$ cat config.mk
export PLATFORM = sky130hd
export DESIGN_NAME = si_frame_decoder
export DESIGN_NICKNAME = d
export VERILOG_FILES = /design/src/rtl/ft_frame_pkg.sv /design/src/rtl/si_frame_buf.sv /design/src/rtl/si_frame_decoder.sv
export SDC_FILE = /design/constraint.sdc
export NUM_CORES = 1
export LEC_CHECK = 0
export CORE_MARGIN = 1
export CORE_UTILIZATION = 35
export CTS_BUF_LIST = sky130_fd_sc_hd__clkbuf_4
export DETAILED_ROUTE_END_ITERATION = 7
export PLACE_DENSITY = 0.58
export REMOVE_ABC_BUFFERS = 1
export SKIP_CTS_REPAIR_TIMING = 1
export SYNTH_ARGS = -nofsm -noshare
export SYNTH_HDL_FRONTEND = slang
export SYNTH_HIERARCHICAL = 1
export SYNTH_SLANG_ARGS = --single-unit
export TNS_END_PERCENT = 20
$ cat constraint.sdc
create_clock -name clk -period 6.99 [get_ports clk]
set_input_delay 0.699 -clock clk [delete_from_list [all_inputs] [get_ports clk]]
set_output_delay 0.699 -clock clk [all_outputs]
set_load 0.05 [all_outputs]
$ cat src/rtl/ft_frame_pkg.sv
// rtl/ft_frame_pkg.sv - decoder state encoding and default protocol byte values
package ft_frame_pkg;

  typedef enum logic [2:0] {
    HUNT,
    ADDR,
    LEN,
    DATA,
    CHK,
    EMIT,
    REPLY
  } frame_state_t;

  localparam logic [7:0] DEF_SYNC_BYTE = 8'hA5;
  localparam logic [7:0] DEF_ACK_BYTE  = 8'h06;
  localparam logic [7:0] DEF_NAK_BYTE  = 8'h15;

endpackage

$ cat src/rtl/si_frame_buf.sv
// rtl/si_frame_buf.sv - payload buffer, simple dual-port RAM with registered 1-cycle read
module si_frame_buf #(
  parameter int DEPTH = 64,
  parameter int AW    = 6
) (
  input  logic          clk,
  input  logic          wr_en,
  input  logic [AW-1:0] wr_addr,
  input  logic [7:0]    wr_data,
  input  logic [AW-1:0] rd_addr,
  output logic [7:0]    rd_data
);

  logic [7:0] mem [DEPTH];

  always_ff @(posedge clk) begin
    if (wr_en) mem[wr_addr] <= wr_data;
    rd_data <= mem[rd_addr];
  end

endmodule

$ cat src/rtl/si_frame_decoder.sv
// rtl/si_frame_decoder.sv - FT245 frame parser with checksum-gated payload stream and ACK/NAK reply
// Optional frame statistics outputs are built when SI_FRAME_STATS_EN is defined.
module si_frame_decoder
  import ft_frame_pkg::*;
#(
  parameter int         MAX_LEN        = 64,
  parameter logic [7:0] SYNC_BYTE      = DEF_SYNC_BYTE,
  parameter logic [7:0] ACK_BYTE       = DEF_ACK_BYTE,
  parameter logic [7:0] NAK_BYTE       = DEF_NAK_BYTE,
  parameter int         TIMEOUT_CYCLES = 1000000
) (
  input  logic        clk,
  input  logic        rst,
  input  logic [7:0]  rx_data_si,
  input  logic        rx_rdy_si,
  output logic        rx_ack_si,
  output logic [7:0]  tx_data_si,
  output logic        tx_rdy_si,
  input  logic        tx_ack_si,
  output logic [7:0]  m_addr,
  output logic [7:0]  m_data,
  output logic        m_valid,
  input  logic        m_ready,
`ifdef SI_FRAME_STATS_EN
  output logic [15:0] stat_good,
  output logic [15:0] stat_bad,
  output logic [15:0] stat_timeout,
`endif
  output logic        m_last
);

  localparam int IW = $clog2(MAX_LEN + 1);
  localparam int AW = (MAX_LEN > 1) ? $clog2(MAX_LEN) : 1;
  localparam int TW = $clog2(TIMEOUT_CYCLES + 1);
  localparam logic [TW-1:0] TO_LAST = TW'(TIMEOUT_CYCLES - 1);

  frame_state_t  state;
  logic [IW-1:0] len_q;
  logic [IW-1:0] wr_idx;
  logic [IW-1:0] rd_idx;
  logic [IW-1:0] rd_next;
  logic [7:0]    csum;
  logic [TW-1:0] to_cnt;
  logic [7:0]    rd_data;
  logic          in_frame;
  logic          take;
  logic          timeout;
  logic          hs;
  logic          len_bad;
  logic          csum_ok;

  assign in_frame = state inside {ADDR, LEN, DATA, CHK};
  assign take     = rx_rdy_si && !rx_ack_si && (in_frame || state == HUNT);
  assign timeout  = in_frame && !take && (to_cnt == TO_LAST);
  assign len_bad  = (rx_data_si == 8'd0) || (rx_data_si > 8'(MAX_LEN));
  assign csum_ok  = (rx_data_si == csum);
  assign hs       = m_valid && m_ready;
  assign m_last   = m_valid && (rd_idx == len_q - IW'(1));
  assign m_data   = m_valid ? rd_data : 8'h00;

  // Read address runs one index ahead on a handshake so the RAM latency is hidden.
  assign rd_next = (hs && !m_last) ? rd_idx + IW'(1) : rd_idx;

  si_frame_buf #(.DEPTH(MAX_LEN), .AW(AW)) u_buf (
    .clk     (clk),
    .wr_en   (state == DATA && take),
    .wr_addr (AW'(wr_idx)),
    .wr_data (rx_data_si),
    .rd_addr (AW'(rd_next)),
    .rd_data (rd_data)
  );

  always_ff @(posedge clk) begin
    if (rst) begin
      state      <= HUNT;
      rx_ack_si  <= 1'b0;
      tx_data_si <= 8'h00;
      tx_rdy_si  <= 1'b0;
      m_addr     <= 8'h00;
      m_valid    <= 1'b0;
      len_q      <= '0;
      wr_idx     <= '0;
      rd_idx     <= '0;
      csum       <= 8'h00;
      to_cnt     <= '0;
    end else begin
      rx_ack_si <= take;
      if (take || !in_frame) to_cnt <= '0;
      else                   to_cnt <= to_cnt + TW'(1);

      if (timeout) begin
        state      <= REPLY;
        tx_data_si <= NAK_BYTE;
        tx_rdy_si  <= 1'b1;
        to_cnt     <= '0;
      end else begin
        case (state)
          HUNT: if (take && rx_data_si == SYNC_BYTE) state <= ADDR;
          ADDR: if (take) begin
            m_addr <= rx_data_si;
            csum   <= rx_data_si;
            state  <= LEN;
          end
          LEN: if (take) begin
            if (len_bad) begin
              state      <= REPLY;
              tx_data_si <= NAK_BYTE;
              tx_rdy_si  <= 1'b1;
            end else begin
              len_q  <= IW'(rx_data_si);
              csum   <= csum ^ rx_data_si;
              wr_idx <= '0;
              rd_idx <= '0;
              state  <= DATA;
            end
          end
          DATA: if (take) begin
            csum   <= csum ^ rx_data_si;
            wr_idx <= wr_idx + IW'(1);
            if (wr_idx == len_q - IW'(1)) state <= CHK;
          end
          CHK: if (take) begin
            if (csum_ok) begin
              state   <= EMIT;
              m_valid <= 1'b1;
            end else begin
              state      <= REPLY;
              tx_data_si <= NAK_BYTE;
              tx_rdy_si  <= 1'b1;
            end
          end
          EMIT: if (hs) begin
            if (m_last) begin
              m_valid    <= 1'b0;
              rd_idx     <= '0;
              state      <= REPLY;
              tx_data_si <= ACK_BYTE;
              tx_rdy_si  <= 1'b1;
            end else begin
              rd_idx <= rd_idx + IW'(1);
            end
          end
          REPLY: if (tx_ack_si) begin
            tx_rdy_si <= 1'b0;
            state     <= HUNT;
          end
          default: state <= HUNT;
        endcase
      end
    end
  end

`ifdef SI_FRAME_STATS_EN
  logic good_ev;
  logic bad_ev;

  assign good_ev = (state == EMIT) && hs && m_last;
  assign bad_ev  = take && (((state == LEN) && len_bad) || ((state == CHK) && !csum_ok));

  always_ff @(posedge clk) begin
    if (rst) begin
      stat_good    <= 16'h0000;
      stat_bad     <= 16'h0000;
      stat_timeout <= 16'h0000;
    end else begin
      if (good_ev && stat_good != 16'hFFFF)    stat_good    <= stat_good + 16'd1;
      if (bad_ev && stat_bad != 16'hFFFF)      stat_bad     <= stat_bad + 16'd1;
      if (timeout && stat_timeout != 16'hFFFF) stat_timeout <= stat_timeout + 16'd1;
    end
  end
`endif

endmodule

# After elaboration in Yosys (flattened, before gate mapping)
# Memories as Yosys holds them, arrays and structs flattened. A register that Yosys moved wholly into a read port is not among the register bits.
# Index checks and enable logic that the tools add are counted.
[word_totals] ram_bits=512 inputBits=13 wordCells=147 memories=1 ff_bits=71
[classes] n_lt_le_gt_ge=1 addsub=4 n_mux=51 eq_ne=35 bitwise=3 reduce_logical=39
[mem_list] memory="u_buf.mem" words=64 width=8 read_ports=1 rd_clocked_by_memory_dff=1 write_ports=1 line_no="si_frame_buf.sv:14" text="logic [7:0] mem [DEPTH];"
[ops] cell="2-to-1 mux 8 bit" count=11
[ops] cell="one-hot mux 8 bit (3 select lines)" count=2
[ops] cell="2-to-1 mux 7 bit" count=5
[ops] cell="2-to-1 mux 3 bit" count=11
[ops] cell="one-hot mux 7 bit (2 select lines)" count=2
[ops] cell="inequality test 3 bit (second input constant)" count=9
[ops] cell="inequality test 2 bit (second input constant)" count=11
[ops] cell="one-hot mux 3 bit (7 select lines)" count=1
[ops] cell="adder 20 x 1 -> 20 bit (second input constant)" count=1
[ops] cell="== test 20 bit (second input constant)" count=1
[ops] cell="AND reduction 9 bit" count=2
[ops] cell="adder 7 x 1 -> 7 bit (second input constant)" count=2
[ops] cell="== test 7 bit" count=2
[ops] cell="2-to-1 mux 1 bit" count=14
[ops] cell="AND reduction 7 bit" count=2
[ops] cell="AND reduction 6 bit" count=2
[ops] cell="AND reduction 5 bit" count=2
[ops] cell="== test 3 bit (second input constant)" count=3
[ops] cell="logical AND 1 bit" count=9
[ops] cell="== test 8 bit" count=1
[ops] cell="== test 8 bit (second input constant)" count=1
[ops] cell="> comparator 8 x 7 -> 1 bit (second input constant)" count=1
[ops] cell="logical NOT 8 bit" count=1
[ops] cell="AND reduction 8 bit" count=1
[ops] cell="other kinds (23)" count=36

# Logic depth before layout (Yosys ltp)
# Gate-level depths: netlist of the first run.
[depth] word_depth=9 depth_mapped=18 ltp_nobuf=14

# Hierarchy
# Netlist of the first run, hierarchy kept.
[modules_own_cells] mod="si_frame_buf" area_per_inst_um2=20096.8 n_inst=1 cells_per_inst=957
[modules_own_cells] mod="si_frame_decoder" area_per_inst_um2=3763.6 n_inst=1 cells_per_inst=472

# Worst setup path after synthesis of the first run
# OpenSTA, ideal clock, no wires.
[synth_path] path_type="flip-flop to flip-flop" from="register len_q[0]" to="register u_buf.rd_data[1] (read register of u_buf.mem)" setup_time_ps=117 path_buffers=3 t_required_ps=6873 slack_ps=3209 period_less_slack_ps=3781 arrival_time_ps=3664 path_stages_with_launch=16 cell_sequence="dfxtp_1 inv_1 ha_1 nor3b_1 xnor2_1 o21ai_0 o2111a_1 buf_6 nor2_1 xor2_1 buf_2 buf_4 mux4_2 a22oi_1 nand3_1 a32o_1"
[synth_via] elab_chain_cells=6
[synth_lines] element="from (decl)" line_no="si_frame_decoder.sv:38" text="logic [IW-1:0] len_q;"
[synth_lines] element="from (signal assigned)" line_no="si_frame_decoder.sv:110" text="len_q <= IW'(rx_data_si);"
[synth_lines] element="subtractor 7 x 1 -> 7 bit" line_no="si_frame_decoder.sv:58" text="assign m_last = m_valid && (rd_idx == len_q - IW'(1));"
[synth_lines] element="== test 7 bit" line_no="si_frame_decoder.sv:58"
[synth_lines] element="logical AND 1 bit" line_no="si_frame_decoder.sv:58"
[synth_lines] element="net m_last" line_no="si_frame_decoder.sv:29" text="output logic m_last"
[synth_lines] element="logical NOT 1 bit" line_no="si_frame_decoder.sv:62" text="assign rd_next = (hs && !m_last) ? rd_idx + IW'(1) : rd_idx;"
[synth_lines] element="logical AND 1 bit" line_no="si_frame_decoder.sv:62"
[synth_lines] element="2-to-1 mux 6 bit" line_no="si_frame_decoder.sv:62"
[synth_lines] element="net rd_next[0]" line_no="si_frame_decoder.sv:41" text="logic [IW-1:0] rd_next;"
[synth_lines] element="to (decl)" line_no="si_frame_buf.sv:11" text="output logic [7:0] rd_data"
# The timed path passes the listed nets, and every way through them passes these cells.
# A chain may end at the register's enable or synchronous reset.

# Final worst setup path of the first run
[layout_path] from="register len_q[0]" to="register u_buf.rd_data[3] (read register of u_buf.mem)"
[layout_via] elab_chain_cells=6
[layout_lines] element="subtractor 7 x 1 -> 7 bit" line_no="si_frame_decoder.sv:58"
[layout_lines] element="== test 7 bit" line_no="si_frame_decoder.sv:58"
[layout_lines] element="logical AND 1 bit" line_no="si_frame_decoder.sv:58"
[layout_lines] element="logical NOT 1 bit" line_no="si_frame_decoder.sv:62"
[layout_lines] element="logical AND 1 bit" line_no="si_frame_decoder.sv:62"
[layout_lines] element="2-to-1 mux 6 bit" line_no="si_frame_decoder.sv:62"
[layout_lines] element="net rd_next[1]" line_no="si_frame_decoder.sv:41"
# The timed path passes the listed nets, and every way through them passes these cells.

==> run metrics, run 1 <==
relative slew slack slightly below 30%; Avg WL per Cell between 20 and 25 um; accumulated negative setup slack 0 ns; first-pass detailed-route iteration total 5; total die area a little under 70000 um2; Hold Fails Final Rpt 0; Congestion Overflow GR 0; TritonCTS clock tree yes; Worst Setup Start Kind flip-flop; detailed router's first-iteration violation count 1166; most used flip-flop cell after synthesis edfxtp_1; synthesized netlist cell count 1429; via count of the first global-routing pass 14.0k; worst hold stages 3; initial antenna violation count 3; count of state elements after synthesis between 500 and 600; Arr. time, crit path about 6.1 ns; depth of the worst register-to-register path 13; core outline area 67300 um2; result of the run completed; Max Cap Violations 0; instance area after placement about 25000 um2; worst slew pin tran 1.05 ns; critical path start-end classification flip-flop to flip-flop; post-detailed-route count of antenna-violating nets 0; Worst Hold Class input pin to flip-flop; clock slew at the register clock pins of the worst setup and hold paths roughly 0.060 ns; Inserted Clock Buffers 151; wire length of the first global-routing pass ~90 mm; layout cells sized above 1 roughly a quarter; number of unique standard cell types used by synthesis 70; relative area change from synthesis to final layout 13.2%; total routed wirelength 58.9 mm; Syn Area/Cell roughly 17 um2; clock sink count 586; nets@finish 1584; I/O pins 41; maximum number of pins on one net before global-route repair 73; Fmax between 150 and 200 MHz; effective utilization at floorplan between 30 and 40%; root buffer selected by CTS clkbuf_4; worst-skew pair later-pin latency a little under 1 ns; number of buffers on the longest clock path 3; Placer Congestion approximately 0.8; share of flip-flops with an asynchronous set or reset 0%; data required time at the worst endpoint a little under 8 ns; number of enable flip-flop cells after synthesis between 500 and 600; leak pwr 8.37 nW; number of warnings printed during yosys synthesis 6; Final min period between 5 and 6 ns; std cell rows 95; combined global-route utilization of all metal layers between 15 and 20%; vias 13.7k; setup clock skew after layout 0.0671 ns; share of the yosys chip area belonging to registers between 70 and 80%; number of slew-limit violations in the final report 0; vias per std cell around 5.4; Post-route DRC 0; worst-case vdd ir drop 196 uV; Chip Width about 260 um; area of the mapped netlist 23900 um2; fraction of the cycle the final worst path needs 75.3%; endpoint kind of the worst setup timing path flip-flop; final count of negative-setup-slack endpoints 0; count of port buffers added during placement 36; die outline height between 200 and 300 um; worst-path maximum fanout 52; RSZ-0062 raised after global routing no; level count of the clock H-tree 4; areal power density over the cells ~270 nW/um2; detailed placement HPWL 36.4 mm; summed area of non-filler cells in the final layout 27000 um2
[worst paths after layout]
check	slack, ns	from	end
setup / recovery	1.73	len_q[0]$_SDFFE_PP0P_	u_buf/rd_data[3]$_DFF_P_
hold / removal	0.17	rx_data_si[7]	m_addr[7]$_SDFFE_PP0P_
setup reg to reg	1.73	len_q[0]$_SDFFE_PP0P_	u_buf/rd_data[3]$_DFF_P_
hold reg to reg	0.45	to_cnt[0]$_SDFF_PP0_	to_cnt[0]$_SDFF_PP0_
[flip-flops by register name, indices dropped and copies added, names as in the netlist, 3 cells and up]
| register | cells |
|---|---|
| wr_idx | 7 |
| to_cnt | 20 |
| tx_data_si | 3 |
| u_buf/mem | 512 |
| rd_idx | 7 |
| len_q | 7 |
| state | 3 |
| u_buf/rd_data | 8 |
| csum | 8 |
| m_addr | 8 |
[Yosys cell counts (4+ instances only)]
library cell  count  area share (%)
xnor2_1          18            0.66
mux4_2          125              12
a221oi_1          5            0.18
nand3b_1          8            0.25
a22oi_1          15            0.47
clkbuf_1         39            0.61
nor4b_1           4            0.15
nor2_1          145             2.3
a21oi_1          26            0.55
nand4_1          11            0.29
and2_1            9            0.24
and4_1            4            0.15
nor3_1           18            0.38
buf_4            17            0.53
ha_1              4            0.21
dfxtp_1          74             6.2
o21ai_0          36            0.76
and3_1            6            0.16
xor2_1           32             1.2
o21a_1            5            0.16
buf_6             6            0.28
a31oi_1          13            0.34
nand2b_1          8            0.21
or3_1             9            0.24
buf_2            14            0.29
nand3_1          39            0.82
nand2_1          74             1.2
o221ai_1          8            0.29
inv_1            13            0.20
buf_1             4           0.063
o211ai_1          4            0.13
nor2b_1          15            0.39
or2_2             4            0.10
mux2i_1          24             1.0
edfxtp_1        512              64
nor4_1            6            0.16
mux2_2            4            0.19
o22ai_1          22            0.58
[metrics by stage]
step | cells | total power, mW | hold slack [ns] | setup slack, ns | util, %
2_1_floorplan | 1352 | 4.21 | 0.426 | -7.51 | -
3_3_place_gp | 2287 | 4.37 | 0.441 | 1.86 | 37.3
3_5_place_dp | 2287 | 4.38 | 0.446 | 1.80 | 37.3
4_1_cts | 2552 | 7.24 | 0.0799 | 1.77 | 40.1
5_1_grt | 2559 | 7.46 | 0.138 | 1.45 | 40.1
6_report | 2560 | 7.16 | 0.165 | 1.73 | 40.2
[cell type report]
type / instances / area [um2]
diodes: 8 / 20.0
clock buffers: 226 / 1700
clock inverters: 39 / 174
fillers: 6171 / 40300
inverters: 14 / 52.6
multi-input cells: 752 / 6590
flip-flops and latches: 586 / 16900
well taps: 873 / 1090
repair buffers: 62 / 528
[metal layers]
layer | part of all wire [%] | GRT usage (%) | wire length [um] | vias to the layer above
li1 | - | - | - | 6060
met1 | 42 | 22.6 | 24800 | 6992
met2 | 46 | 25.8 | 26800 | 543
met3 | 8.9 | 5.82 | 5230 | 124
met4 | 3.4 | 7.86 | 2030 | 2
met5 | 0.031 | 0 | 18 | -
[worst max-delay path, stage by stage (launching register included)]
cell      delay (ns)
dfxtp_1         0.37
inv_1           0.09
ha_1            0.23
nor3b_1         0.43
xnor2_1         0.26
o21ai_0         0.13
o2111a_1        0.30
nor2_1          0.50
mux2_4          0.89
buf_4           0.64
mux4_2          0.39
o22ai_1         0.26
o21ai_0         0.27
a32o_1          0.30
[cell families (layout without fill, tap and decap cells)]
group                      count (synthesis)  after routing  share of synthesized area [%]
AOI/OAI and AO/OA                        168            168                           4.83
xor gates and xnor gates                  50             50                           1.84
adders and majority gates                  4              4                          0.210
buffers and inverters                     94            341                           2.01
DFF                                      586            586                           70.6
muxes                                    153            153                           13.0
other                                      1             12                         0.0157
and+or+nand+nor                          373            373                           7.46
[layout by cell type (no fill, tap or decap), types with 28 or more instances in the layout]
master / count
o21ai_0: 36
nand2_1: 74
nand3_1: 39
clkbuf_4: 226
nor2_1: 145
mux4_2: 125
clkdlybuf4s50_1: 28
xor2_1: 31
dfxtp_1: 74
edfxtp_1: 512
[power by group]
part | internal [mW] | total [mW] | switching [mW] | leakage (nW)
Sequential | 3.83 | 3.88 | 0.0445 | 5.20
Combinational | 0.136 | 0.433 | 0.297 | 2.04
Clock | 1.48 | 2.85 | 1.37 | 1.12
Total | 5.44 | 7.16 | 1.71 | 8.37
(Power assumes the default switching activity.)
==> run 2: changes to the inputs <==
==> constraint.sdc (replaced) <==
create_clock -name clk -period 5.45 [get_ports clk]
set_input_delay 0.545 -clock clk [delete_from_list [all_inputs] [get_ports clk]]
set_output_delay 0.545 -clock clk [all_outputs]
set_load 0.05 [all_outputs]
==> run 2 against run 1 <==
Register-to-register slack got worse by 1.1 ns. Sequential share of layout area decreased by 0.82 points. Power rose by 31%. Critical path type unchanged.
==> run metrics, run 2 (synthesized netlist as in run 1, its figures left out) <==
Post-route DRC 0 (unchanged); die outline height 263 um (unchanged); Final min period 4.80 ns (was 5.26 ns); TritonCTS clock tree yes (unchanged); power consumption 9.38 mW (was 7.16 mW); initial antenna violation count 5 (was 3); layout cells sized above 1 26.5% (was 25.3%); count of placed standard cells including taps 2308 (was 2287); maximum number of pins on one net before global-route repair 71 (was 73); effective utilization at floorplan 35.5% (unchanged); CP max stage cell a2111oi_0 (was mux2_4); via count of the first global-routing pass 14.0k (about the same); clock slew at the register clock pins of the worst setup and hold paths 0.07 ns (was 0.06 ns); worst-path maximum fanout 19 (was 52); std cell rows 95 (unchanged); Max Cap Violations 0 (unchanged); sequential standard cell area 16900 um2 (unchanged); level count of the clock H-tree 4 (unchanged); commonest cells after routing, fill and taps aside edfxtp_1 (512), clkbuf_4 (230), nor2_1 (145) (was edfxtp_1 (512), clkbuf_4 (226), nor2_1 (145)); core outline area 67300 um2 (unchanged); accumulated negative setup slack 0 ns (unchanged); setup clock skew after layout 0.0783 ns (was 0.0671 ns); worst-skew pair later-pin latency 0.98 ns (was 0.99 ns); clock sink count 586 (unchanged); count of port buffers added during placement 36 (unchanged); combined global-route utilization of all metal layers 17.4% (was 17.2%); Chip Width 263 um (unchanged); Fmax 208 MHz (was 190 MHz); RSZ-0062 raised after global routing no (unchanged); Worst Hold Class input pin to flip-flop (unchanged); root buffer selected by CTS clkbuf_4 (unchanged); Buffers & Inverters on Critical Path 2 (unchanged); summed area of non-filler cells in the final layout 27400 um2 (was 27000 um2); detailed placement HPWL 37.2 mm (was 36.4 mm); most common cell after layout, fill and taps aside edfxtp_1 (unchanged); endpoint kind of the worst setup timing path flip-flop (unchanged); vias per std cell 5.34 (was 5.36); I/O pins 41 (unchanged); post-detailed-route count of antenna-violating nets 0 (unchanged); total routed wirelength 59.2 mm (was 58.9 mm); wire length of the first global-routing pass 88.7 mm (was 87.6 mm); detailed router's first-iteration violation count 1053 (was 1166); nets@finish 1612 (was 1584); Inserted Clock Buffers 155 (was 151); CP delay by family, top simple AND/OR/NAND/NOR gates (was multiplexers); number of buffers on the longest clock path 3 (unchanged); relative slew slack 15.4% (was 29.7%); crit path setup slack, layout 0.653 ns (was 1.73 ns); top register by number of flip-flops u_buf/mem (unchanged); biggest regs u_buf/mem (512), to_cnt (20) (unchanged); flip-flop count of the largest register after layout 512 (unchanged); cell chain of the critical path inv_1 -> ha_1 -> nor4b_1 -> nor2b_1 -> xnor2_1 -> o2111a_1 -> nor2_1 -> xor2_4 -> buf_12 -> mux4_2 -> a2111oi_0 -> nor3_1 -> a22o_1 (was inv_1 -> ha_1 -> nor3b_1 -> xnor2_1 -> o21ai_0 -> o2111a_1 -> nor2_1 -> mux2_4 -> buf_4 -> mux4_2 -> o22ai_1 -> o21ai_0 -> a32o_1); final count of negative-setup-slack endpoints 0 (unchanged); number of filler cells placed in the layout 6152 (was 6171); non-filler instance count after layout 2587 (was 2560); total die area 69200 um2 (unchanged); Setup WS pre-CTS 0.601 ns (was 1.80 ns); worst slew pin tran 1.26 ns (was 1.05 ns); Congestion Overflow GR 0 (unchanged); Placer Congestion 0.825 (was 0.794); critical path start-end classification flip-flop to flip-flop (unchanged); Hold Fails Final Rpt 0 (unchanged); Arr. time, crit path 5.65 ns (was 6.10 ns); relative area change from synthesis to final layout 14.7% (was 13.2%); vias 13.8k (was 13.7k); leak pwr 8.56 nW (was 8.37 nW); areal power density over the cells 343 nW/um2 (was 265 nW/um2); worst hold slack across all endpoints 0.144 ns (was 0.165 ns); stage delay of the slowest cell on the critical path 0.73 ns (was 0.89 ns); first-pass detailed-route iteration total 5 (unchanged); Worst Setup Start Kind flip-flop (unchanged); number of slew-limit violations in the final report 0 (unchanged); fraction of the cycle the final worst path needs 88.0% (was 75.3%); worst-case vdd ir drop 233 uV (was 196 uV); result of the run completed (unchanged); data required time at the worst endpoint 6.30 ns (was 7.83 ns); final standard cell utilization of the core 40.7% (was 40.2%); Avg WL per Cell 22.9 um (was 23.0 um); multi-input combinational cell area 6590 um2 (about the same); instance area after placement 25300 um2 (was 25100 um2)
run 2: routing by layer:
layer  global-route usage, %  up-vias  part of all wire (%)
li1                        -     6096                     -
met1                    23.2     7068                    43
met2                    26.3      557                    47
met3                    5.61       96                   8.1
met4                    6.72        0                   2.5
met5                       0        -                     0
run 2: where the power goes:
group,switching [mW],leakage [nW],internal (mW)
registers,0.0568,5.20,4.92
clock network,1.81,1.19,2.04
logic,0.377,2.17,0.177
total,2.25,8.56,7.13
run 2: worst paths after layout:
check | start | to | slack, ns | cells past startpoint
max | len_q[0]$_SDFFE_PP0P_ | u_buf/rd_data[7]$_DFF_P_ | 0.65 | 13
min | rx_data_si[6] | u_buf/mem[56][6]$_DFFE_PP_ | 0.14 | 2
max reg2reg | len_q[0]$_SDFFE_PP0P_ | u_buf/rd_data[7]$_DFF_P_ | 0.65 | 13
min reg2reg | m_addr[3]$_SDFFE_PP0P_ | m_addr[3]$_SDFFE_PP0P_ | 0.46 | 2
run 2: final cells by class:
type / instances / area share (%)
clock buffers: 230 / 6.31
well taps: 873 / 3.99
repair buffers: 86 / 2.84
clock inverters: 41 / 0.974
multi-input cells: 752 / 24.1
diodes: 5 / 0.0457
flip-flops and latches: 586 / 61.6
inverters: 14 / 0.192
run 2: worst register-to-register path, delay by kind of cell, from the launching register on:
kind                       cells  cell delay, ns
and+or+nand+nor                4            1.38
buffers and inverters          2            0.38
muxes                          1            0.53
DFF                            1            0.36
xor gates and xnor gates       2            0.64
AOI/OAI and AO/OA              3            1.23
adders and majority gates      1            0.22
==> run 3: changes to the inputs <==
--- a/config.mk
+++ b/config.mk
@@ -16,4 +16,4 @@
 export SYNTH_HDL_FRONTEND = slang
 export SYNTH_HIERARCHICAL = 1
 export SYNTH_SLANG_ARGS = --single-unit
-export TNS_END_PERCENT = 20
+export TNS_END_PERCENT = 30
==> results of run 3 <==
No change in the layout: final DEF, timing and power equal those of run 2.
